## src/rtl/axi_adder_master_pkg.sv

```systemverilog
// Shared definitions for the AXI adder master: adder register offsets,
// AXI response codes and the sequencing FSM state encoding.
package axi_adder_master_pkg;

  // Register offsets inside the adder peripheral, relative to its base address.
  localparam int unsigned RegAOff   = 32'h0;
  localparam int unsigned RegBOff   = 32'h4;
  localparam int unsigned RegSumOff = 32'h8;

  typedef enum logic [1:0] {
    RespOkay   = 2'b00,
    RespExOkay = 2'b01,
    RespSlvErr = 2'b10,
    RespDecErr = 2'b11
  } axi_resp_e;

  typedef enum logic [2:0] {
    StIdle  = 3'd0,
    StWrA   = 3'd1,
    StWrB   = 3'd2,
    StRdSum = 3'd3,
    StResp  = 3'd4
  } state_e;

  // EXOKAY is not expected from a plain AXI4-Lite slave, so it counts as an error.
  function automatic logic resp_is_okay(input logic [1:0] resp);
    return resp == RespOkay;
  endfunction

endpackage

```

## src/rtl/axi_adder_master_wr_xact.sv

```systemverilog
// Single AXI4-Lite write transaction engine (AW + W + B).
// Ports:
//   clk_i, rst_i        clock, asynchronous active-high reset
//   start_i             launch a write; addr_i/data_i are captured on this cycle
//   done_o, resp_o      one-cycle pulse on B handshake, with BRESP
//   aw*/w*/b*           AXI4-Lite write channels
// start_i may be raised in the same cycle as done_o so transfers run back to back.
module axi_adder_master_wr_xact #(
  parameter int unsigned AddrWidth = 4,
  parameter int unsigned DataWidth = 32
) (
  input  logic                 clk_i,
  input  logic                 rst_i,
  input  logic                 start_i,
  input  logic [AddrWidth-1:0] addr_i,
  input  logic [DataWidth-1:0] data_i,
  output logic                 done_o,
  output logic [1:0]           resp_o,
  output logic [AddrWidth-1:0] awaddr_o,
  output logic                 awvalid_o,
  input  logic                 awready_i,
  output logic [DataWidth-1:0] wdata_o,
  output logic                 wvalid_o,
  input  logic                 wready_i,
  input  logic [1:0]           bresp_i,
  input  logic                 bvalid_i,
  output logic                 bready_o
);

  logic                 awvalid_q, awvalid_d;
  logic                 wvalid_q, wvalid_d;
  logic                 bready_q, bready_d;
  logic                 busy_q, busy_d;
  logic [AddrWidth-1:0] awaddr_q, awaddr_d;
  logic [DataWidth-1:0] wdata_q, wdata_d;

  assign done_o    = bready_q & bvalid_i;
  assign resp_o    = bresp_i;
  assign awaddr_o  = awaddr_q;
  assign awvalid_o = awvalid_q;
  assign wdata_o   = wdata_q;
  assign wvalid_o  = wvalid_q;
  assign bready_o  = bready_q;

  always_comb begin
    awvalid_d = awvalid_q;
    wvalid_d  = wvalid_q;
    bready_d  = bready_q;
    busy_d    = busy_q;
    awaddr_d  = awaddr_q;
    wdata_d   = wdata_q;

    // AW and W retire independently, in either order.
    if (awvalid_q && awready_i) awvalid_d = 1'b0;
    if (wvalid_q && wready_i)   wvalid_d  = 1'b0;

    if (done_o) begin
      bready_d = 1'b0;
      busy_d   = 1'b0;
    end else if (busy_q) begin
      // BREADY only once both address and data have been accepted.
      bready_d = ~awvalid_d & ~wvalid_d;
    end

    if (start_i) begin
      busy_d    = 1'b1;
      awvalid_d = 1'b1;
      wvalid_d  = 1'b1;
      bready_d  = 1'b0;
      awaddr_d  = addr_i;
      wdata_d   = data_i;
    end
  end

  always_ff @(posedge clk_i or posedge rst_i) begin
    if (rst_i) begin
      awvalid_q <= 1'b0;
      wvalid_q  <= 1'b0;
      bready_q  <= 1'b0;
      busy_q    <= 1'b0;
      awaddr_q  <= '0;
      wdata_q   <= '0;
    end else begin
      awvalid_q <= awvalid_d;
      wvalid_q  <= wvalid_d;
      bready_q  <= bready_d;
      busy_q    <= busy_d;
      awaddr_q  <= awaddr_d;
      wdata_q   <= wdata_d;
    end
  end

endmodule

```

## src/rtl/axi_adder_master.sv

```systemverilog
// AXI4-Lite master for the adder peripheral. A command (cmd_a, cmd_b) is written
// to registers A and B, the SUM register is read back, and the result is returned
// on the response port together with the first non-OKAY response code, if any.
// Ports:
//   m00_axi_aclk, m00_axi_areset   clock, asynchronous active-high reset
//   cmd_valid/cmd_ready, cmd_a/b   command handshake and operands
//   rsp_valid/rsp_ready            response handshake
//   rsp_sum, rsp_err, rsp_code     read-back sum (0 on error), error flag, first bad resp
//   m00_axi_*                      AXI4-Lite master port to the adder's S_AXI
module axi_adder_master
  import axi_adder_master_pkg::*;
#(
  parameter int unsigned C_M_AXI_ADDR_WIDTH = 4,
  parameter int unsigned C_M_AXI_DATA_WIDTH = 32,
  parameter int unsigned C_BASE_ADDR        = 0
) (
  input  logic                            m00_axi_aclk,
  input  logic                            m00_axi_areset,
  input  logic                            cmd_valid,
  output logic                            cmd_ready,
  input  logic [C_M_AXI_DATA_WIDTH-1:0]   cmd_a,
  input  logic [C_M_AXI_DATA_WIDTH-1:0]   cmd_b,
  output logic                            rsp_valid,
  input  logic                            rsp_ready,
  output logic [C_M_AXI_DATA_WIDTH-1:0]   rsp_sum,
  output logic                            rsp_err,
  output logic [1:0]                      rsp_code,
  output logic [C_M_AXI_ADDR_WIDTH-1:0]   m00_axi_awaddr,
  output logic [2:0]                      m00_axi_awprot,
  output logic                            m00_axi_awvalid,
  input  logic                            m00_axi_awready,
  output logic [C_M_AXI_DATA_WIDTH-1:0]   m00_axi_wdata,
  output logic [C_M_AXI_DATA_WIDTH/8-1:0] m00_axi_wstrb,
  output logic                            m00_axi_wvalid,
  input  logic                            m00_axi_wready,
  input  logic [1:0]                      m00_axi_bresp,
  input  logic                            m00_axi_bvalid,
  output logic                            m00_axi_bready,
  output logic [C_M_AXI_ADDR_WIDTH-1:0]   m00_axi_araddr,
  output logic [2:0]                      m00_axi_arprot,
  output logic                            m00_axi_arvalid,
  input  logic                            m00_axi_arready,
  input  logic [C_M_AXI_DATA_WIDTH-1:0]   m00_axi_rdata,
  input  logic [1:0]                      m00_axi_rresp,
  input  logic                            m00_axi_rvalid,
  output logic                            m00_axi_rready
);

  localparam logic [C_M_AXI_ADDR_WIDTH-1:0] AddrA   =
    C_M_AXI_ADDR_WIDTH'(C_BASE_ADDR + RegAOff);
  localparam logic [C_M_AXI_ADDR_WIDTH-1:0] AddrB   =
    C_M_AXI_ADDR_WIDTH'(C_BASE_ADDR + RegBOff);
  localparam logic [C_M_AXI_ADDR_WIDTH-1:0] AddrSum =
    C_M_AXI_ADDR_WIDTH'(C_BASE_ADDR + RegSumOff);

  state_e                          state_q, state_d;
  logic [C_M_AXI_DATA_WIDTH-1:0]   b_q, b_d;
  logic [C_M_AXI_DATA_WIDTH-1:0]   sum_q, sum_d;
  logic                            err_q, err_d;
  logic [1:0]                      code_q, code_d;
  logic                            arvalid_q, arvalid_d;
  logic                            rready_q, rready_d;
  logic [C_M_AXI_ADDR_WIDTH-1:0]   araddr_q, araddr_d;

  logic                            wr_start;
  logic [C_M_AXI_ADDR_WIDTH-1:0]   wr_addr;
  logic [C_M_AXI_DATA_WIDTH-1:0]   wr_data;
  logic                            wr_done;
  logic [1:0]                      wr_resp;

  axi_adder_master_wr_xact #(
    .AddrWidth (C_M_AXI_ADDR_WIDTH),
    .DataWidth (C_M_AXI_DATA_WIDTH)
  ) u_wr_xact (
    .clk_i     (m00_axi_aclk),
    .rst_i     (m00_axi_areset),
    .start_i   (wr_start),
    .addr_i    (wr_addr),
    .data_i    (wr_data),
    .done_o    (wr_done),
    .resp_o    (wr_resp),
    .awaddr_o  (m00_axi_awaddr),
    .awvalid_o (m00_axi_awvalid),
    .awready_i (m00_axi_awready),
    .wdata_o   (m00_axi_wdata),
    .wvalid_o  (m00_axi_wvalid),
    .wready_i  (m00_axi_wready),
    .bresp_i   (m00_axi_bresp),
    .bvalid_i  (m00_axi_bvalid),
    .bready_o  (m00_axi_bready)
  );

  assign m00_axi_awprot  = 3'b000;
  assign m00_axi_arprot  = 3'b000;
  assign m00_axi_wstrb   = '1;
  assign m00_axi_araddr  = araddr_q;
  assign m00_axi_arvalid = arvalid_q;
  assign m00_axi_rready  = rready_q;

  assign cmd_ready = (state_q == StIdle);
  assign rsp_valid = (state_q == StResp);
  assign rsp_sum   = sum_q;
  assign rsp_err   = err_q;
  assign rsp_code  = code_q;

  always_comb begin
    state_d   = state_q;
    b_d       = b_q;
    sum_d     = sum_q;
    err_d     = err_q;
    code_d    = code_q;
    arvalid_d = arvalid_q;
    rready_d  = rready_q;
    araddr_d  = araddr_q;
    wr_start  = 1'b0;
    wr_addr   = '0;
    wr_data   = '0;

    unique case (state_q)
      StIdle: begin
        if (cmd_valid) begin
          // Launch the A write on the accept edge so AWVALID/WVALID rise on entry.
          wr_start = 1'b1;
          wr_addr  = AddrA;
          wr_data  = cmd_a;
          b_d      = cmd_b;
          sum_d    = '0;
          err_d    = 1'b0;
          code_d   = RespOkay;
          state_d  = StWrA;
        end
      end
      StWrA: begin
        if (wr_done) begin
          if (resp_is_okay(wr_resp)) begin
            wr_start = 1'b1;
            wr_addr  = AddrB;
            wr_data  = b_q;
            state_d  = StWrB;
          end else begin
            err_d   = 1'b1;
            code_d  = wr_resp;
            state_d = StResp;
          end
        end
      end
      StWrB: begin
        if (wr_done) begin
          if (resp_is_okay(wr_resp)) begin
            arvalid_d = 1'b1;
            araddr_d  = AddrSum;
            state_d   = StRdSum;
          end else begin
            err_d   = 1'b1;
            code_d  = wr_resp;
            state_d = StResp;
          end
        end
      end
      StRdSum: begin
        if (arvalid_q && m00_axi_arready) begin
          arvalid_d = 1'b0;
          rready_d  = 1'b1;
        end
        if (rready_q && m00_axi_rvalid) begin
          rready_d = 1'b0;
          state_d  = StResp;
          if (resp_is_okay(m00_axi_rresp)) begin
            sum_d = m00_axi_rdata;
          end else begin
            sum_d  = '0;
            err_d  = 1'b1;
            code_d = m00_axi_rresp;
          end
        end
      end
      StResp: begin
        if (rsp_ready) state_d = StIdle;
      end
      default: state_d = StIdle;
    endcase
  end

  always_ff @(posedge m00_axi_aclk or posedge m00_axi_areset) begin
    if (m00_axi_areset) begin
      state_q   <= StIdle;
      b_q       <= '0;
      sum_q     <= '0;
      err_q     <= 1'b0;
      code_q    <= 2'b00;
      arvalid_q <= 1'b0;
      rready_q  <= 1'b0;
      araddr_q  <= '0;
    end else begin
      state_q   <= state_d;
      b_q       <= b_d;
      sum_q     <= sum_d;
      err_q     <= err_d;
      code_q    <= code_d;
      arvalid_q <= arvalid_d;
      rready_q  <= rready_d;
      araddr_q  <= araddr_d;
    end
  end

endmodule
```

## config.mk

```make
export PLATFORM = sky130hd
export DESIGN_NAME = axi_adder_master
export DESIGN_NICKNAME = d
export VERILOG_FILES = /design/src/rtl/axi_adder_master_pkg.sv /design/src/rtl/axi_adder_master_wr_xact.sv /design/src/rtl/axi_adder_master.sv
export SDC_FILE = /design/constraint.sdc
export NUM_CORES = 1
export LEC_CHECK = 0
export ABC_AREA = 1
export CORE_MARGIN = 5
export CORE_UTILIZATION = 40
export DETAILED_ROUTE_END_ITERATION = 12
export PLACE_DENSITY = 0.76
export REMOVE_ABC_BUFFERS = 1
export SYNTH_ARGS = -nofsm -noshare
export SYNTH_HDL_FRONTEND = slang
export SYNTH_SLANG_ARGS = --single-unit
```

## constraint.sdc

```tcl
create_clock -name m00_axi_aclk -period 4.2 [get_ports m00_axi_aclk]
set_input_delay 0.84 -clock m00_axi_aclk [delete_from_list [all_inputs] [get_ports m00_axi_aclk]]
set_output_delay 0.84 -clock m00_axi_aclk [all_outputs]
set_load 0.02 [all_outputs]
```

==> results of run 1 <==
==> registers in the layout, summed over array words and instances (netlist names), 2 cells and up <==
register	count
b_q	32
rsp_sum	32
u_wr_xact.wdata_o	32
state_q	3
rsp_code	2
==> power by group <==
part	leakage (nW)	switching, mW	internal, mW
logic	1.87	1.15	0.709
clock network	0.146	0.404	0.472
registers	1.41	0.236	1.42
==> worst max-delay path by stage <==
stage | start | endpoint | slack [ns] | cells past startpoint
detailed placement | cmd_valid | rsp_sum[17] | 1.30 | 7
global route | state_q[1] | rsp_valid | 1.37 | 4
finish | state_q[1] | rsp_valid | 1.47 | 4
global placement | cmd_valid | rsp_sum[4] | 1.30 | 7
CTS | state_q[1] | rsp_valid | 1.46 | 4
floorplan | m00_axi_areset | b_q[0] | 0.46 | 1
==> cells by family after synthesis <==
logic type             after synthesis
AOI/OAI and AO/OA                   42
buffers and inverters               66
DFF                                110
other                                2
and+or+nand+nor                    354
==> synth_stat cells <==
| library cell | instances | area, um^2 |
|---|---|---|
| o21ai_0 | 37 | 185 |
| dfrtp_1 | 110 | 2750 |
| a21oi_1 | 4 | 20.0 |
| nand2_1 | 262 | 983 |
| inv_1 | 16 | 60.1 |
| buf_2 | 9 | 45.0 |
| clkbuf_1 | 5 | 18.8 |
| buf_4 | 18 | 135 |
| nor2_4 | 2 | 22.5 |
| clkbuf_2 | 3 | 15.0 |
| nor2_1 | 6 | 22.5 |
| conb_1 | 2 | 7.51 |
| nand4_1 | 1 | 6.26 |
| o22a_2 | 1 | 10.0 |
| nand3_1 | 77 | 385 |
| nor2_2 | 3 | 18.8 |
| buf_6 | 9 | 101 |
| inv_2 | 6 | 22.5 |
| nand2_2 | 3 | 18.8 |
==> layer usage <==
layer | up-vias | global-route usage [%]
met5 | - | 0
met4 | 0 | 5.15
met3 | 12 | 4.81
met2 | 225 | 28.1
met1 | 2083 | 26.3
li1 | 2113 | -
==> area by class of cell <==
cell class | count | area [um^2] | share of cell area, %
Multi-Input combinational cell | 412 | 1740 | 25.1
Clock inverter | 7 | 81.3 | 1.17
Timing Repair Buffer | 187 | 1860 | 26.9
Inverter | 22 | 85.1 | 1.23
Tap cell | 147 | 184 | 2.65
Clock buffer | 9 | 225 | 3.25
Sequential cell | 110 | 2750 | 39.7
==> critical path, cell delays in order, from the launching register on <==
cell and delay [ns]:
dfrtp_1 0.46, nor2_2 0.20, inv_1 0.08, nor2_1 0.16
clkdlybuf4s50_1 0.65
==> metrics by stage <==
| step | std cells | power, mW | instance area [um^2] | setup WS [ns] | utilization (%) |
|---|---|---|---|---|---|
| 2_1_floorplan | 544 | 2.69 | 4570 | 0.458 | - |
| 3_3_place_gp | 878 | 3.48 | 6620 | 1.30 | 55.6 |
| 3_5_place_dp | 878 | 3.55 | 6620 | 1.30 | 55.6 |
| 4_1_cts | 894 | 4.44 | 6930 | 1.46 | 58.2 |
| 5_1_grt | 894 | 4.70 | 6930 | 1.37 | 58.2 |
| 6_report | 894 | 4.40 | 6930 | 1.47 | 58.2 |
==> summary.md, run 1 <==
| Metric | Value |
|---|---|
| First-pass GRT wire length | `21,800 um` |
| Post-Syn Area | `4830 um^2` |
| Setup bufs post-CTS | `0` |
| Syn Area/Cell | `8.42 um^2` |
| Final hold vios | `0` |
| DR pass1 iterations | `4` |
| Vias in the first global route | `4,430` |
| # hold bufs at CTS | `0` |
| Ports | `201` |
| Class of the worst hold path | `flop to flop` |
| Commonest non-fill, non-tap cell in the layout | `nand2_1` |
| Max rail drop VDD | `0.356 mV` |
| Synth-to-Final Area Change | `43.5%` |
| Fill count | `1,074` |
| Initial cell density of the core | `40.6%` |
| Clk root buf | `clkbuf_16` |
| R2r setup slk | `2.04 ns` |
| Cell Rows | `40` |
| Mux share of post-synthesis cell area | `0%` |
| Most frequent cells in the layout | `nand2_1 (262), clkdlybuf4s50_1 (184), dfrtp_1 (110)` |
| Post-CTS sizing | `0` |
| Worst setup SP type | `flop` |
| Worst Min Path Start | `b_q[20]` |
| Fmax | `0.366 GHz` |
| Tmin final | `2.73 ns` |
| FF+latch count, synth | `110` |
| Type of the worst setup path | `flop to output pin` |
| Metal2 WL | `6010 um` |
| Simple-gate portion of the synthesized area | `30.2%` |
| GPL Wtd Cong | `0.860` |
| CTS Buf Count | `9` |
| Post-synth cell types | `19` |
| Reg2reg end | `u_wr_xact.busy_q` |
| Adder-cell share of the synthesized area | `0%` |
| Clk buf depth | `2` |
| Setup TNS Final | `0 ns` |
| Synth warn | `0` |
| PwrDens | `635 nW/um^2` |
| Leakage Power | `3.42 nW` |
| WL/cell | `15.0 um` |
| Synth Area in XOR/XNOR | `0%` |
| Die Span Y | `120 um` |
| Critical path required time | `3.36 ns` |
| Count of pins over their slew limit | `0` |
| Largest family of logic cells by synthesized area | `simple AND/OR/NAND/NOR gates` |
| Final hold slack | `0.477 ns` |
| Clk Latency, worst-skew pair | `0.35 ns` |
| Clock Sinks | `110` |
| Hold path depth | `2` |
| Via count | `4,433` |
| Arrival time at the worst endpoint | `1.89 ns` |
| Max FO, Critical Path | `6` |
| Largest net degree at the start of global routing | `68` |
| R2R depth | `7` |
| Max Clock Skew | `0.00574 ns` |
| Initial antenna violation count | `0` |
| Vias/cell | `4.96` |
| Worst setup EP type | `output pin` |
| RSZ-0062 raised after global routing | `false` |
| Global Route Usage Sum | `18.5%` |
| Die ar. | `14,400 um^2` |
| Clock H-tree levels | `3` |
| Slew Limit Headroom | `32.8%` |
| Port-buffer cells | `184` |
| Drt drc | `0` |
| Die X | `120 um` |
| Layout cell share with drive strength beyond 1 | `4.69%` |
| Met3 routed WL | `1160 um` |
| Metal-1 WL | `6140 um` |
| Max layer used | `met4` |
| Source of the worst register-to-register timing path | `state_q[2]` |
| Post-Synthesis Cells | `574` |
| Worst slew pin tran | `1.01 ns` |
| Worst hold path endpoint | `b_q[20]` |
| GR Overflow Total | `0` |
| Status | `completed` |
| Initial drt markers | `327` |
| Synth Area in Compound Gates | `4.45%` |
| CTS tree | `built` |
| Core footprint | `11,900 um^2` |
| Ant diodes | `0` |
| Final net count | `851` |
| Crit share post-route | `65.1%` |
| Final wirelength | `13,500 um` |
| Maxcap violations | `0` |
| Setup violators final | `0` |
| Antenna viol nets, final | `0` |
| Register area share after synthesis | `57.0%` |
| Worst-path clk slew | `0.07 ns` |
| Estimated wirelength of the detail-placed design | `9750 um` |
Note: power is estimated with default switching activity, not from simulation.
==> inputs of run 2 (changes only) <==
Clock period 4.2 ns to 2.7 ns, I/O delays scaled along.
==> run 2 against run 1 <==
Critical path depth is the same. Non-clock buffer count up 3. Sequential share of layout area down 0.12 points. Final area increased by 0.31%. Worst hold slack got worse by 0.0070 ns. Via count up 0.16%. Clock skew rose by 0.0041 ns. Die area stayed put. Flip-flop and latch count stayed put. Routed wire length decreased by 1.9%. Power rose by 54%.
==> summary.md, run 2 (synthesis gave the netlist of run 1 again) <==
| Metric | Value |
|---|---|
| GR Overflow Total | `0 (unchanged)` |
| Type of the worst setup path | `flop to output pin` |
| Fmax | `0.423 GHz` |
| Ant diodes | `0 (unchanged)` |
| Clk Latency, worst-skew pair | `0.34 ns (about the same)` |
| Placed Area | `6660 um^2 (+0.53%)` |
| Global Route Usage Sum | `18.5% (+0.046 points)` |
| RSZ-0062 raised after global routing | `false` |
| Final net count | `854 (+0.35%)` |
| Crit path max-delay family | `buffers and inverters` |
| CTS tree | `built` |
| Pre-CTS WS | `0.404 ns (-0.900 ns)` |
| Critical path required time | `2.16 ns (-1.20 ns)` |
| Inst Count DP | `881 (+0.34%)` |
| Clk root buf | `clkbuf_16` |
| Setup bufs post-CTS | `0 (unchanged)` |
| Drt drc | `0 (unchanged)` |
| Fill count | `1,079 (+0.47%)` |
| Via count | `4,440 (+0.16%)` |
| Buf/Inv on CP | `2 (unchanged)` |
| Largest net degree at the start of global routing | `111 (+63%)` |
| Estimated wirelength of the detail-placed design | `9430 um (-3.3%)` |
| GPL Wtd Cong | `0.858 (-0.27%)` |
| Reg area | `2750 um^2 (unchanged)` |
| Max Clock Skew | `0.00981 ns (+0.00407 ns)` |
| Final wirelength | `13,200 um (-1.9%)` |
| Clock H-tree levels | `3 (unchanged)` |
| Worst setup EP type | `output pin` |
| Antenna viol nets, final | `0 (unchanged)` |
| CP max stage cell | `clkdlybuf4s50_1` |
| Fin area | `6950 um^2 (+0.31%)` |
| Final Power | `6.78 mW (+54%)` |
| Clk buf depth | `2 (unchanged)` |
| PwrDens | `976 nW/um^2 (+54%)` |
| Die X | `120 um (unchanged)` |
| Port-buffer cells | `184 (unchanged)` |
| Cell Rows | `40 (unchanged)` |
| Status | `completed` |
| Max rail drop VDD | `0.527 mV (+48%)` |
| WL/cell | `14.7 um (-2.2%)` |
| Area of the multi-input gates | `1740 um^2 (unchanged)` |
| Maxcap violations | `0 (unchanged)` |
| Setup TNS Final | `0 ns (unchanged)` |
| Die ar. | `14,400 um^2 (unchanged)` |
| Final Core Density | `58.4% (+0.18 points)` |
| Fin cells | `897 (+0.34%)` |
| Tmin final | `2.37 ns` |
| Count of pins over their slew limit | `0 (unchanged)` |
| Clock Sinks | `110 (unchanged)` |
| Initial drt markers | `355 (+8.6%)` |
| Arrival time at the worst endpoint | `1.83 ns (-0.06 ns)` |
| Commonest non-fill, non-tap cell in the layout | `nand2_1` |
| Max FO, Critical Path | `6 (unchanged)` |
| Final hold slack | `0.470 ns (-0.00703 ns)` |
| CP peak stage delay | `0.65 ns (about the same)` |
| Vias in the first global route | `4,403 (-0.61%)` |
| Layout cell share with drive strength beyond 1 | `5.07% (+0.38 points)` |
| Setup violators final | `0 (unchanged)` |
| Initial antenna violation count | `0 (unchanged)` |
| Core footprint | `11,900 um^2 (unchanged)` |
| Crit share post-route | `87.6%` |
| Synth-to-Final Area Change | `43.9%` |
| Worst slew pin tran | `0.686 ns (-0.321 ns)` |
| First-pass GRT wire length | `21,700 um (-0.47%)` |
| Slew Limit Headroom | `54.2% (+21 points)` |
| CTS Buf Count | `9 (unchanged)` |
| Post-CTS sizing | `0 (unchanged)` |
| # hold bufs at CTS | `0 (unchanged)` |
| Final hold vios | `0 (unchanged)` |
| CP Cell Sequence | `nor2_2 > inv_1 > nor2_1 > clkdlybuf4s50_1` |
| Ports | `201 (unchanged)` |
| Class of the worst hold path | `flop to flop` |
| Initial cell density of the core | `40.6% (unchanged)` |
| DR pass1 iterations | `5 (+1)` |
| Die Span Y | `120 um (unchanged)` |
| Most frequent cells in the layout | `nand2_1 (262), clkdlybuf4s50_1 (184), dfrtp_1 (110)` |
| Worst setup SP type | `flop` |
| Vias/cell | `4.95 (-0.18%)` |
| Worst-path clk slew | `0.07 ns (about the same)` |
| Setup WS post-layout | `0.334 ns (-1.13 ns)` |
| Leakage Power | `3.44 nW (+0.46%)` |
run 2: worst paths after layout:
kind	from	end	slack (ns)	cells past startpoint
hold / removal	m00_axi_araddr[3]	m00_axi_araddr[3]	0.47	2
setup / recovery	state_q[1]	rsp_valid	0.33	4
hold reg to reg	m00_axi_araddr[3]	m00_axi_araddr[3]	0.47	2
max in group asynchronous	m00_axi_areset	rsp_sum[8]	1.55	3
min in group asynchronous	m00_axi_areset	rsp_sum[19]	0.67	3
setup reg to reg	state_q[0]	rsp_sum[9]	0.71	8
run 2: power breakdown:
| group | leakage (nW) | internal, mW | switching [mW] |
|---|---|---|---|
| Sequential | 1.41 | 2.22 | 0.365 |
| Combinational | 1.89 | 1.12 | 1.79 |
| Clock | 0.142 | 0.668 | 0.618 |
| Total | 3.44 | 4.01 | 2.78 |
run 2: final cells by class:
| class | count | area share [%] |
|---|---|---|
| Tap cell | 147 | 2.65 |
| Multi-Input combinational cell | 412 | 25.0 |
| Clock inverter | 6 | 0.774 |
| Inverter | 22 | 1.22 |
| Sequential cell | 110 | 39.6 |
| Clock buffer | 10 | 3.44 |
| Timing Repair Buffer | 190 | 27.3 |
run 2: worst reg2reg max path: stages, from the launching register on:
cell and delay [ns]:
dfrtp_1 0.46, nand2_2 0.10, nor2_4 0.16, inv_2 0.07, nand2_1 0.07, inv_2 0.19
nor2_4 0.60, nand3_1 0.19, nand2_1 0.10
run 2: metal layers:
metal	track usage, %	up-vias	part of all wire, %
li1	-	2126	-
met1	25.8	2105	44
met2	28.1	201	46
met3	5.51	8	8.9
met4	5.44	0	0.64
met5	0	-	0
==> inputs of run 3 (changes only) <==
Settings changed: PLACE_DENSITY 0.76 to 0.77.
==> run 3 against run 2 <==
Flip-flop and latch count did not move. Count of clock-buffer cells in the layout is 4 higher. Global-route usage increased by 0.33 points. Routed wire length grew 1.4%. Clock power decreased by 5%. Non-clock buffer count up 1. Power is 0.89% lower. Sequential share of layout area is essentially flat. Critical path type unchanged. Final area barely moved. Worst hold slack improved by 0.0025 ns. Maximum frequency down 0.19%. Worst setup slack worse by 0.0044 ns.
==> summary.md, run 3 (synthesis gave the netlist of run 1 again) <==
| Metric | Value |
|---|---|
| Setup TNS Final | `0 ns (unchanged)` |
| Post-CTS sizing | `0 (unchanged)` |
| Initial antenna violation count | `1 (+1)` |
| Maxcap violations | `0 (unchanged)` |
| Initial cell density of the core | `40.6% (unchanged)` |
| Worst setup SP type | `flop` |
| First-pass GRT wire length | `22,100 um (+2.0%)` |
| Status | `completed` |
| Via count | `4,399 (-0.92%)` |
| Count of pins over their slew limit | `0 (unchanged)` |
| Leakage Power | `3.44 nW (about the same)` |
| Clk root buf | `clkbuf_16` |
| Type of the worst setup path | `flop to output pin` |
| Final wirelength | `13,400 um (+1.4%)` |
| GPL Wtd Cong | `0.886 (+3.2%)` |
| Port-buffer cells | `184 (unchanged)` |
| Max Clock Skew | `0.00785 ns (-0.00197 ns)` |
| Vias in the first global route | `4,501 (+2.2%)` |
| # hold bufs at CTS | `0 (unchanged)` |
| Largest net degree at the start of global routing | `65 (-41%)` |
| Crit share post-route | `87.8% (+0.16 points)` |
| Seq pwr share | `38.4% (+0.4 points)` |
| Clock H-tree levels | `3 (unchanged)` |
| Met3 usage | `5.00% (-0.52 points)` |
| Final net count | `855 (+0.12%)` |
| Most frequent cells in the layout | `nand2_1 (262), clkdlybuf4s50_1 (184), dfrtp_1 (110)` |
| Switching Fraction | `40.5% (-0.43 points)` |
| Clk Latency, worst-skew pair | `0.34 ns (about the same)` |
| Worst-path clk slew | `0.07 ns (about the same)` |
| Worst slew pin tran | `0.663 ns (-0.0233 ns)` |
| Ports | `201 (unchanged)` |
| DR pass1 iterations | `5 (unchanged)` |
| Arrival time at the worst endpoint | `1.83 ns (about the same)` |
| Class of the worst hold path | `flop to flop` |
| Slew Limit Headroom | `55.7% (+1.6 points)` |
| Met2 usage | `29.1% (+0.99 points)` |
| Gate power share | `43.5% (+0.5 points)` |
| Setup violators final | `0 (unchanged)` |
| Worst setup EP type | `output pin` |
| Initial drt markers | `219 (-38%)` |
| PwrDens | `967 nW/um^2 (-0.87%)` |
| Met1 Resource Use GR | `25.5% (-0.29 points)` |
| Final hold vios | `0 (unchanged)` |
| Fmax | `0.422 GHz (-0.19%)` |
| Final Core Density | `58.4% (about the same)` |
| Cell Rows | `40 (unchanged)` |
| Clk pwr share | `18.1% (-0.9 points)` |
| Core footprint | `11,900 um^2 (unchanged)` |
| RSZ-0062 raised after global routing | `false` |
| Die ar. | `14,400 um^2 (unchanged)` |
| Vias/cell | `4.90 (-1.0%)` |
| Die Span Y | `120 um (unchanged)` |
| Drt drc | `0 (unchanged)` |
| Layout cell share with drive strength beyond 1 | `4.66% (-0.41 points)` |
| Max rail drop VDD | `0.567 mV (+7.5%)` |
| GR Overflow Total | `0 (unchanged)` |
| Fill count | `1,030 (-4.5%)` |
| CTS Buf Count | `9 (unchanged)` |
| CTS tree | `built` |
| Die X | `120 um (unchanged)` |
| Clock Sinks | `110 (unchanged)` |
| Clk buf depth | `2 (unchanged)` |
| WL/cell | `14.9 um (+1.3%)` |
| Antenna viol nets, final | `0 (unchanged)` |
| GRT Max-Usage Layer | `met2` |
| Commonest non-fill, non-tap cell in the layout | `nand2_1` |
| Critical path required time | `2.16 ns (about the same)` |
| Tmin final | `2.37 ns (+0.00443 ns)` |
| Max FO, Critical Path | `6 (unchanged)` |
| Psw | `2.72 mW (-1.9%)` |
| Setup bufs post-CTS | `0 (unchanged)` |
| Ant diodes | `0 (unchanged)` |
| Synth-to-Final Area Change | `43.9% (about the same)` |
| Internal power | `4.00 mW (-0.17%)` |
| Estimated wirelength of the detail-placed design | `9880 um (+4.8%)` |
| Global Route Usage Sum | `18.9% (+0.33 points)` |
## run 3: changes by cell type in the layout (fill, tap and decap cells not counted), sizes merged
cell      change
clkinvlp      -1
clkbuf        +4
inv           -3
buf           +1
## run 3: power groups by stage
stage / Sequential (mW) / Clock [mW] / Combinational (mW)
after floorplan: 2.89 / 0 / 1.29
after global placement: 2.59 / 0 / 2.87
after detailed placement: 2.59 / 0 / 2.96
after CTS: 2.59 / 1.26 / 2.97
after global routing: 2.66 / 1.33 / 3.25
final: 2.58 / 1.22 / 2.92
## run 3: worst paths after layout
kind                                   start                   end  slack, ns  depth (start not counted)
max in group asynchronous     m00_axi_areset               b_q[23]       1.60                          3
max reg2reg                       state_q[0]           rsp_sum[12]       0.68                          8
min                        m00_axi_araddr[3]     m00_axi_araddr[3]       0.47                          2
min reg2reg                m00_axi_araddr[3]     m00_axi_araddr[3]       0.47                          2
min in group asynchronous     m00_axi_areset  u_wr_xact.wdata_o[9]       0.54                          2
max                               state_q[1]             rsp_valid       0.33                          4
## run 3: metal layers
metal	up-vias	wire length [um]	part of all wire [%]
met3	18	1240	9.3
li1	2121	-	-
met4	2	231	1.7
met5	-	16	0.12
met1	2039	5900	44
met2	219	6000	45
## run 3: area by class of cell
type	count	area [um^2]	area share, %
clock inverters	2	17.5	0.252
inverters	22	85.1	1.22
repair buffers	191	1920	27.6
multi-input cells	412	1740	25.0
clock buffers	14	254	3.65
flip-flops and latches	110	2750	39.6
well taps	147	184	2.65
## run 3: critical path, stage by stage, from the launching register on
cell	delay, ns
dfrtp_1	0.45
nor2_2	0.19
inv_1	0.08
nor2_1	0.13
clkdlybuf4s50_1	0.64
## run 3: per-stage QoR
step	total power [mW]	setup slack, ns	hold WS (ns)	area, um^2	std cells
after floorplan	4.19	-0.742	0.442	4570	544
after global placement	5.45	0.498	0.449	6680	882
after detailed placement	5.55	0.385	0.459	6680	882
after CTS	6.81	0.291	0.476	6950	898
after global routing	7.24	0.206	0.490	6950	898
final	6.72	0.330	0.473	6950	898
